--- src/rtl/muxn_sel_reg.sv ---
// muxn_sel_reg: N-channel registered mux with latched select, source-tagged output and round-robin auto scan
module muxn_sel_reg #(
    parameter int WIDTH = 8,
    parameter int NCH = 4,
    parameter int DWELL = 4,
    localparam int SELW = $clog2(NCH)
) (
    input  logic                   clk,
    input  logic                   rst_n,
    input  logic [NCH*WIDTH-1:0]   in_data,
    input  logic [SELW-1:0]        sel_in,
    input  logic                   sel_load,
    input  logic                   auto_en,
    output logic [WIDTH-1:0]       out,
    output logic [SELW-1:0]        out_ch,
    output logic                   out_valid,
    output logic [SELW-1:0]        cur_sel,
    output logic                   sel_err
);
    localparam int CW = $clog2(DWELL + 1);

    logic [WIDTH-1:0] out_d, out_q;
    logic [SELW-1:0]  out_ch_d, out_ch_q, cur_sel_d, cur_sel_q;
    logic [CW-1:0]    cnt_d, cnt_q;
    logic             out_valid_d, out_valid_q, run_d, run_q;
    logic             sel_err_d, sel_err_q, auto_d, auto_q;
    logic             load_ok, load_bad, expire;

    // auto_q lags auto_en so the first auto edge only clears the dwell counter
    always_comb begin
        load_ok     = sel_load && (int'(sel_in) < NCH);
        load_bad    = sel_load && !load_ok;
        expire      = auto_en && auto_q && !load_bad && (cnt_q == CW'(DWELL - 1));
        cur_sel_d   = load_ok ? sel_in :
                      expire  ? ((cur_sel_q == SELW'(NCH - 1)) ? '0 : cur_sel_q + 1'b1) :
                      cur_sel_q;
        cnt_d       = (!auto_en || !auto_q || load_ok || expire) ? '0 :
                      load_bad ? cnt_q : cnt_q + 1'b1;
        out_d       = in_data[int'(cur_sel_q)*WIDTH +: WIDTH];
        out_ch_d    = cur_sel_q;
        run_d       = 1'b1;
        out_valid_d = run_q;
        sel_err_d   = load_bad;
        auto_d      = auto_en;
    end

    always_ff @(posedge clk or negedge rst_n) begin
        if (!rst_n) begin
            out_q       <= '0;
            out_ch_q    <= '0;
            cur_sel_q   <= '0;
            cnt_q       <= '0;
            out_valid_q <= 1'b0;
            run_q       <= 1'b0;
            sel_err_q   <= 1'b0;
            auto_q      <= 1'b0;
        end else begin
            out_q       <= out_d;
            out_ch_q    <= out_ch_d;
            cur_sel_q   <= cur_sel_d;
            cnt_q       <= cnt_d;
            out_valid_q <= out_valid_d;
            run_q       <= run_d;
            sel_err_q   <= sel_err_d;
            auto_q      <= auto_d;
        end
    end

    assign out       = out_q;
    assign out_ch    = out_ch_q;
    assign out_valid = out_valid_q;
    assign cur_sel   = cur_sel_q;
    assign sel_err   = sel_err_q;
endmodule

--- config.mk ---
export PLATFORM = sky130hd
export DESIGN_NAME = muxn_sel_reg
export DESIGN_NICKNAME = d
export VERILOG_FILES = /design/src/rtl/muxn_sel_reg.sv
export SDC_FILE = /design/constraint.sdc
export NUM_CORES = 1
export LEC_CHECK = 0
export CORE_MARGIN = 4
export CORE_UTILIZATION = 32
export DETAILED_ROUTE_END_ITERATION = 10
export GPL_ROUTABILITY_DRIVEN = 0
export GPL_TIMING_DRIVEN = 1
export PLACE_DENSITY = 0.75
export SYNTH_ARGS = -nofsm -noshare
export SYNTH_HDL_FRONTEND = slang
export SYNTH_SLANG_ARGS = --single-unit
--- constraint.sdc ---
create_clock -name clk -period 1.29 [get_ports clk]
set_clock_uncertainty 0.05 [all_clocks]
set_input_delay 0.1935 -clock clk [delete_from_list [all_inputs] [get_ports clk]]
set_output_delay 0.1935 -clock clk [all_outputs]
set_load 0.02 [all_outputs]
Word-level counts from Yosys, hierarchy flattened
Cells that the tools add are included.

Shift-type cells: 1. Mux-type cells: 4. Add/sub/neg operators: 2. Equal/unequal tests: 2. Reductions and logical operators: 8.

Operator list (count): $shiftx 32x6->8 (1); $mux 2 (3); $add 3x1->3 const B (1); $eq 3x2->1 const B (1); $logic_or 1x1->1 (3); $mux 3 (1); $add 2x1->2 const B (1); $eq 2x2->1 const B (1); $logic_and 1x1->1 (2); $logic_not 1->1 (2); $reduce_bool 2->1 (1).

Register bits: 18. Logic and storage cells: 24.

Logic depth before layout (Yosys ltp)
Gate-level depths: netlist of run 1.

Depth in word-level cells: 5. Mapped depth: 4.

Worst setup path after synthesis of run 1
OpenSTA, ideal clock, no wires.

Path kind: register to register. Start point: reg cur_sel_q[0] (netlist: cur_sel[0]). End point: reg cur_sel_q[1] (netlist: cur_sel[1]). Cell stages (with the launch flop): 4. Required time: 1115 ps. Period minus slack after synthesis: 1442 ps. Setup slack: -152 ps. Arrival: 1267 ps. Cells stage by stage: dfrtp_1 ha_1 mux2_2 mux2_2.

Longest elaborated chain between the ends: 4. Elaborated cells on any way between the ends: 5. Classes of those cells: add/sub (1); eq/ne (1); mux (3).

Ends and longest elaborated chain: start: declaration (line 23) `logic [SELW-1:0] out_ch_d, out_ch_q, cur_sel_d, cur_sel_q;`; start signal: assignment (line 60) `cur_sel_q <= cur_sel_d;`; $add 2x1->2 or $eq 2x2->1 (tied branches) (line 35) `expire ? ((cur_sel_q == SELW'(NCH - 1)) ? '0 : cur_sel_q + 1'b1) :`; $mux 2 * (2 in a row) (line 35); $mux 2 * (line 34) `cur_sel_d = load_ok ? sel_in :`.

Mark *: on every way between the ends. The rest lies on a longest branch, timed or not. The select of a mux whose other input is x is not followed. A chain may end at the register's enable or synchronous reset.

Worst setup path in the final report of run 1
Start point: reg cnt_q[0]. End point: reg cur_sel_q[1] (netlist: cur_sel[1]).

Longest elaborated chain between the ends: 3.

Ends and longest elaborated chain: start: declaration (line 24) `logic [CW-1:0] cnt_d, cnt_q;`; start signal: assignment (line 61) `cnt_q <= cnt_d;`; $eq 3x2->1 (line 33) `expire = auto_en && auto_q && !load_bad && (cnt_q == CW'(DWELL - 1));`; $logic_and 1x1->1 (line 33); $reduce_bool 2->1 (no line).

Every way passes these cells.

==> summary by stage, run 1 <==
Run status
The run finished, with violations left. The checks that failed: negative setup slack.

Hold path
The worst hold path belongs to the class in2async.

STA
Based on the critical path, the design can be clocked at up to between 0.7 and 0.8 GHz. The final worst slack is -0.1257 ns. The final hold violation count is 0.

Of the available clock period, the critical path in the final layout requires 1.097. Adding up every negative setup slack in the final design gives -0.2658 ns. After layout, the minimum clock period comes to 1.416 ns.

Setup repair after global routing could not meet its margin everywhere. Setup violations remaining at the end of the flow were counted as 8. The number of pins exceeding their max-slew limit in the final report was 0.

Logic synthesis
In this run the mean area of a mapped cell was between 15 and 20 sq um. In the synthesized netlist the dominant register cell turns out to be dfrtp_1. The most common cell in the synthesized netlist is dfrtp_1. Of all cell types, the one taking the most synthesized area is dfrtp_1.

In this run, synthesis produced a sequential element count of 18. The xor and xnor fraction of the mapped netlist area is 0. Counting every net in the synthesized netlist gives 88.

The netlist uses 16 different library cells. Sorting the synthesized cells by area gives the leading types as dfrtp_1 55%, mux4_1 26%, ha_1 4.6%. The compound-cell area share of the yosys netlist is 0.02919.

The total of warnings raised by yosys is 0. The cell area that synthesis handed to floorplanning was 814.5 sq um. After synthesis, the most frequently instantiated cells are 18 x dfrtp_1, 8 x mux4_1, 3 x ha_1, 3 x nor2_1. After synthesis, the share of flip-flops with an asynchronous set or reset is 1.000.

The main combinational cell family by area after synthesis is multiplexers. For this run, the register share of the synthesized area comes to 0.5530. The top cell type's share of synthesized area is 0.5530. The number of instances in the synthesized netlist is 47.

Of the total synthesized cell area, the portion taken by AND, OR, NAND and NOR gates is 0.03994. The adder-cell area share of the yosys netlist is 0.04608. Counting flops with a built-in enable in the synthesized netlist gives 0. Measured against the total synthesized area, the mux share comes to 0.2857.

Routing
The routed layout has around 630 vias. In the routed design, unresolved DRC markers number 0. The wire length after detailed routing is 1973 um. The number of DRC markers after the initial detailed-route iteration is 0.

For this run, the detailed router's first-pass iteration total came to 1. The per-cell via count in the routed design is ~4.6. The number of routed nets with antenna violations is 0.

After detailed routing, the average wire length per cell comes to 14.40 um.

Power
For this design the ratio of total power to cell area is between 1000 and 1500 nW/um^2. In this run the static leakage power is 0.6046 nW. The peak supply drop is roughly 700 uV.

Place
The HPWL reported at the end of detailed placement is roughly 1600 um. The number of port buffers is 50.

Floorplan
The floorplan has 18 rows. 52 I/O pins were placed. The die is 58.45 um wide.

The die covers between 3000 and 4000 sq um. The placeable core region is roughly 2500 sq um. The vertical die dimension is 58.45 um. The starting utilization of the core area is 0.3318.

Clocking
The clock transition time at the flip-flop clock pins of the worst setup and hold paths is 0.10 ns. The TritonCTS buffer count is 3. The H-tree depth reported by CTS is 1. The maximum clock path buffer count is 2. Clock latency on the worst-skew pair, taken at its later pin, is 0.28 ns.

The clock tree root driver cell is clkbuf_4. The number of hold-repair buffers added at the cts stage is 0. The number of clock sinks is 18. The clock tree from TritonCTS is yes.

Layout
The number of antenna diodes in the final layout is 0. The utilization after layout is 0.5968. The post-synthesis to final-layout area growth is 79.88%. In the final layout, the share of cells above drive strength 1 is 0.3271. In the final design database the tool counted between 100 and 150 nets.

The final-layout fill cell count is 200.

Setup path
The critical path endpoint category is a flip-flop. The cell that appears most often on the critical path is ha_4. The critical path contains buffers and inverters numbering 0 combined. In this design, the largest share of critical-path delay is due to flip-flops.

The critical path's slowest cell is dfrtp_1. STA classifies the critical path startpoint as a flip-flop. STA puts the critical path data arrival time at 1.54 ns. The required time at the worst-slack endpoint is around 1.4 ns. Traced cell by cell, the critical path runs through ha_4, ha_4, a31o_4, mux2_4. The worst reg-to-reg setup slack is -0.13 ns. The critical setup path kind is reg2reg. The worst stage delay on the critical path is 0.43 ns. In this run the worst path has a maximum fanout of 2.

Flow run
The tool flagged a number of max-cap violations equal to 0.

GRT
The first global-routing pass estimated around 3000 um of wire. The via count of the first global-routing pass came to 703. The initial antenna violation count is 0. The pin count of the biggest net entering global routing is 19. The total overflow left after global routing is 0.

The total routing resource utilization after global routing is 0.1206.
==> metrics by stage <==
| step | instances | hold WS, ns | setup slack, ns | area (sq um) | power (mW) |
|---|---|---|---|---|---|
| CTS | 136 | 0.1764 | -0.1223 | 1446 | 1.711 |
| finish | 137 | 0.1705 | -0.1257 | 1465 | 1.700 |
| global placement | 131 | 0.2831 | -0.1669 | 1361 | 1.468 |
| floorplan | 47 | -0.1521 | -0.1148 | 797.0 | 1.075 |
| detailed placement | 131 | 0.2926 | -0.2182 | 1361 | 1.485 |
| global route | 137 | 0.1830 | -0.1599 | 1465 | 1.817 |
==> report_power, final <==
group	switching [mW]	internal, mW	total [mW]
clock	0.154	0.120	0.274
combinational	0.318	0.391	0.709
sequential	0.0459	0.671	0.717
==> metal layers <==
| layer | track usage | part of all wire | vias to the layer above | wire (um) |
|---|---|---|---|---|
| met1 | 0.1287 | 0.36 | 296 | 708 |
| met5 | 0 | 0 | - | 0 |
| met2 | 0.2217 | 0.55 | 37 | 1079 |
| met4 | 0.06954 | 0.014 | 0 | 28 |
| li1 | - | - | 294 | - |
| met3 | 0.01974 | 0.079 | 4 | 156 |
==> worst paths after layout <==
kind,start,endpoint,cells past startpoint
setup / recovery,cnt_q[0],cur_sel[1],4
hold / removal,rst_n,cur_sel[1],2
setup reg to reg,cnt_q[0],cur_sel[1],4
hold reg to reg,out_valid_d,out_valid,0
max in group asynchronous,rst_n,cur_sel[0],2
min in group clk,out_valid_d,out_valid,0
==> flip-flops by register name, indices dropped and copies added, names as in the netlist <==
signal       cells
cnt_q            3
cur_sel          2
out_valid        1
auto_q           1
out_valid_d      1
out              8
out_ch           2
==> logic make-up after synthesis <==
logic type,count (synthesis)
compound gates,3
mux,10
buf+inv,5
simple gates,6
other cells,2
fa+ha+maj,3
flops,18
==> worst reg2reg max path, cell delays in order, from the launching register on <==
cell     delay, ns
dfrtp_1       0.43
ha_4          0.18
ha_4          0.15
a31o_4        0.22
mux2_4        0.29
==> cell usage in the layout (no fill, tap or decap) <==
cell type / count
clkbuf_2: 1
nor2_2: 3
ha_4: 3
a31o_4: 1
buf_2: 1
a31oi_1: 1
a311oi_2: 1
dfrtp_1: 16
conb_1: 2
clkbuf_1: 1
or3_1: 1
mux4_2: 8
buf_12: 1
dlygate4sd2_1: 11
mux2_2: 1
mux2_4: 1
clkdlybuf4s50_1: 37
dfrtp_2: 2
inv_1: 2
nand2_1: 1
buf_4: 8
clkbuf_4: 3
nand4bb_4: 1
==> layout make-up <==
class | instances | area (sq um) | share of cell area
sequential | 18 | 452.9 | 0.3091
multi-input combinational | 24 | 384.1 | 0.2622
clock buffer | 4 | 26.28 | 0.01793
tap | 30 | 37.54 | 0.02562
inverter | 2 | 7.507 | 0.005124
timing repair buffer | 59 | 556.8 | 0.3800
==> timing repair <==
| action | CTS | global route |
|---|---|---|
| endpoints found under the setup margin | 22 | 15 |
| setup buffers | 1 | 1 |
| pin swaps | 3 | 0 |
| gates resized for setup | 24 | 7 |
(Power assumes the default switching activity.)
==> run 2, diff against run 1 <==
==> config.mk (replaced) <==
export PLATFORM = sky130hd
export DESIGN_NAME = muxn_sel_reg
export DESIGN_NICKNAME = d
export VERILOG_FILES = /design/src/rtl/muxn_sel_reg.sv
export SDC_FILE = /design/constraint.sdc
export NUM_CORES = 1
export LEC_CHECK = 0
export CELL_PAD_IN_SITES_DETAIL_PLACEMENT = 0
export CELL_PAD_IN_SITES_GLOBAL_PLACEMENT = 1
export CORE_ASPECT_RATIO = 2
export CORE_MARGIN = 4
export CORE_UTILIZATION = 24
export DETAILED_ROUTE_END_ITERATION = 10
export GPL_TIMING_DRIVEN = 1
export PLACE_DENSITY_LB_ADDON = 0.1
export SYNTH_ARGS = -nofsm -noshare
export SYNTH_HDL_FRONTEND = slang
export SYNTH_SLANG_ARGS = --single-unit
==> run 2 against run 1 <==
Net effect:
- the flow still finishes with violations (negative setup slack)
- combinational power shrank 3.9%
- sequential share of layout area grew 0.080 points
- flip-flop and latch count is the same
- non-clock buffer count shrank 1
- critical endpoint unchanged
- largest power group unchanged
==> summary by stage, run 2 (same netlist as run 1, synthesis figures left out) <==
Floorplan
The placeable core region was 3229 sq um (+32%). The starting utilization of the core area is 0.2522 (-0.07958). The cell row count is 29 (+11). The die footprint was 4446 sq um (+30%).

The vertical die dimension came to 90.39 um (+55%). The horizontal extent of the die is 49.20 um (-16%). The top-level port count is 52 (unchanged).

Place
The final RePlAce weighted congestion is around 0.64. The pre-CTS setup slack came to -0.2242 ns (-0.005921 ns). The post-placement cell area is 1370 sq um (+0.64%). The number of port buffers was 50 (unchanged). The HPWL reported at the end of detailed placement is 1651 um (+0.67%).

Run status
The final reports fail on negative setup slack. The flow ran to the end, but the final reports show violations.

STA
The final total negative setup slack was -0.1367 ns (+0.1291 ns). The final clock period utilization by the worst path is 1.092 (-0.005354). The number of setup violations in the final report is 2 (-6). The maximum clock rate came to 0.7098 GHz (+0.49%). The number of pins exceeding their max-slew limit in the final report was 0 (unchanged). Setup repair after global routing could not meet its margin everywhere. The final worst slack is -0.1188 ns (+0.006907 ns). The time the final worst path needs with I/O delays and setup came to 1.409 ns (-0.006907 ns). The final hold violation count is 0 (unchanged).

Layout
The utilization after layout is 0.4525 (-0.1443). The post-synthesis to final-layout area growth is 79.42%. The library cells used most frequently in the layout, excluding fill and tap cells, are 37 x clkdlybuf4s50_1, 16 x dfrtp_1, 12 x dlygate4sd2_1. The layout net count was 148 (-0.67%). The layout cell share with drive strength beyond 1 is 0.3019 (-0.02522). The final non-filler cell area came to 1461 sq um (-0.26%). The most common cell after layout, fill and taps aside is clkdlybuf4s50_1. The number of flip-flops under the largest register name is 8 (unchanged). The number of diodes added for antenna fixing is 0 (unchanged).

Power
The switching share of power was 0.2827 (-0.02219). The overall power after layout is 1.839 mW (+8.2%). The reported leakage power was 0.6121 nW (+1.2%). The combinational share of power is 0.371 (-0.046).

The net switching power was 0.5199 mW (+0.32%). The peak supply drop is 511.6 uV (-27%). The clock power share is 0.241 (+0.080). The power per unit of standard cell area is 1258 nW/um^2 (+8.5%). The cell-internal power is 1.319 mW (+12%). The sequential power share is 0.389 (-0.033).

GRT
The total routing resource utilization after global routing is 0.09313 (-0.02752). The global-route wire length before repair came to 3167 um (+4.6%). The pin count of the biggest net entering global routing is 19 (unchanged). The initial antenna violation count came to 0 (unchanged). The total congestion overflow came to 0 (unchanged). The via count of the first global-routing pass is 736 (+4.7%).

Setup path
The signal arrival time at the worst endpoint is 1.49 ns (-0.05 ns). The critical path endpoint category is a flip-flop. The maximum net fanout on the critical path is 2 (unchanged). For this design, the slowest cell found on the critical path is dfrtp_1. The critical path goes through ha_2, ha_4, a31o_4, mux2_4. STA classifies the critical path startpoint as a flip-flop.

The worst path buffer plus inverter count is 0 (unchanged). The worst stage delay on the critical path came to 0.39 ns (-0.04 ns). The family of cells with the greatest summed delay on the critical path is flip-flops. The critical setup path kind is reg2reg. The required time at the worst-slack endpoint was 1.37 ns (-0.05 ns).

Routing
The number of DRC markers after the initial detailed-route iteration is 4 (+4). The number of routed nets with antenna violations is 0 (unchanged). The number of vias after detailed routing is 640 (+1.4%). The total DRC errors in the routed layout is 0 (unchanged).

The wire length after detailed routing came to 1958 um (-0.76%). The per-cell via count in the routed design is 4.672 (+1.4%). The number of detailed-route iterations in the first pass is 4 (+3). The mean routed wirelength per cell is 14.29 um (-0.76%).

Clocking
The later-pin clock latency in the skew report was 0.25 ns (-0.03 ns). The maximum clock path buffer count is 2 (unchanged). The TritonCTS buffer count came to 3 (unchanged).

The clock tree root driver cell is clkbuf_8. The clock transition time at the flip-flop clock pins of the worst setup and hold paths is 0.07 ns (-0.03 ns). The number of hold-repair buffers added at the cts stage is 0 (unchanged).

The H-tree depth reported by CTS is 1 (unchanged). TritonCTS built the clock tree. The number of clock sinks is 18 (unchanged). The number of setup buffers added after CTS came to 0 (-1).

Hold path
In this run the worst hold path is classified as in2async.

Flow run
The total of max-cap violations is 0 (unchanged).
-- run 2: cell count changes in the layout (fill, tap and decap cells not counted) --
cell           delta
clkbuf_8          +4
clkbuf_4          -3
ha_4              -2
buf_12            -1
buf_4             -1
buf_8             +1
clkbuf_1          -1
clkbuf_2          -1
dlygate4sd2_1     +1
ha_1              +1
ha_2              +1
nor2_1            +1
nor2_2            -1
-- run 2: final cells by class --
class	count	area, sq um
Inverter	2	7.507
Multi-Input combinational cell	24	359.1
Sequential cell	18	452.9
Tap cell	31	38.79
Fill cell	304	1768
Timing Repair Buffer	58	548.0
Clock buffer	4	55.05
-- run 2: metal layers --
| metal | track usage | share of wire | up-vias |
|---|---|---|---|
| li1 | - | - | 289 |
| met1 | 0.07611 | 0.31 | 309 |
| met2 | 0.1760 | 0.55 | 40 |
| met3 | 0.04463 | 0.13 | 2 |
| met4 | 0.04276 | 0.0087 | 0 |
| met5 | 0 | 0 | - |
-- run 2: power groups by stage --
stage          Combinational, mW  Clock (mW)  Sequential [mW]
5_1_grt                    0.731       0.480            0.727
3_5_place_dp               0.759           0            0.728
2_1_floorplan              0.218           0            0.858
3_3_place_gp               0.761           0            0.725
6_report                   0.681       0.443            0.715
4_1_cts                    0.695       0.466            0.718
-- run 2: worst paths after layout --
check | startpoint | end | slack (ns) | cells after the start
worst max register to register | cnt_q[0] | cur_sel[1] | -0.12 | 4
worst min register to register | out_valid_d | out_valid | 0.31 | 0
min in group clk | out_valid_d | out_valid | 0.31 | 0
worst min-delay path | rst_n | out[6] | 0.23 | 2
worst max-delay path | cnt_q[0] | cur_sel[1] | -0.12 | 4
max in group asynchronous | rst_n | cur_sel[1] | 0.75 | 2
-- run 2: through the flow --
step	instances	hold WS (ns)
floorplan	47	-0.1521
global placement	133	0.2879
detailed placement	133	0.2971
CTS	137	0.2322
global route	137	0.2533
finish	137	0.2283
-- run 2: timing repair --
item / CTS / global route
endpoints found under the setup margin: 26 / 12
pin swaps: 2 / 1
gates resized for setup: 23 / 2
hold endpoints to repair: 0 / 0
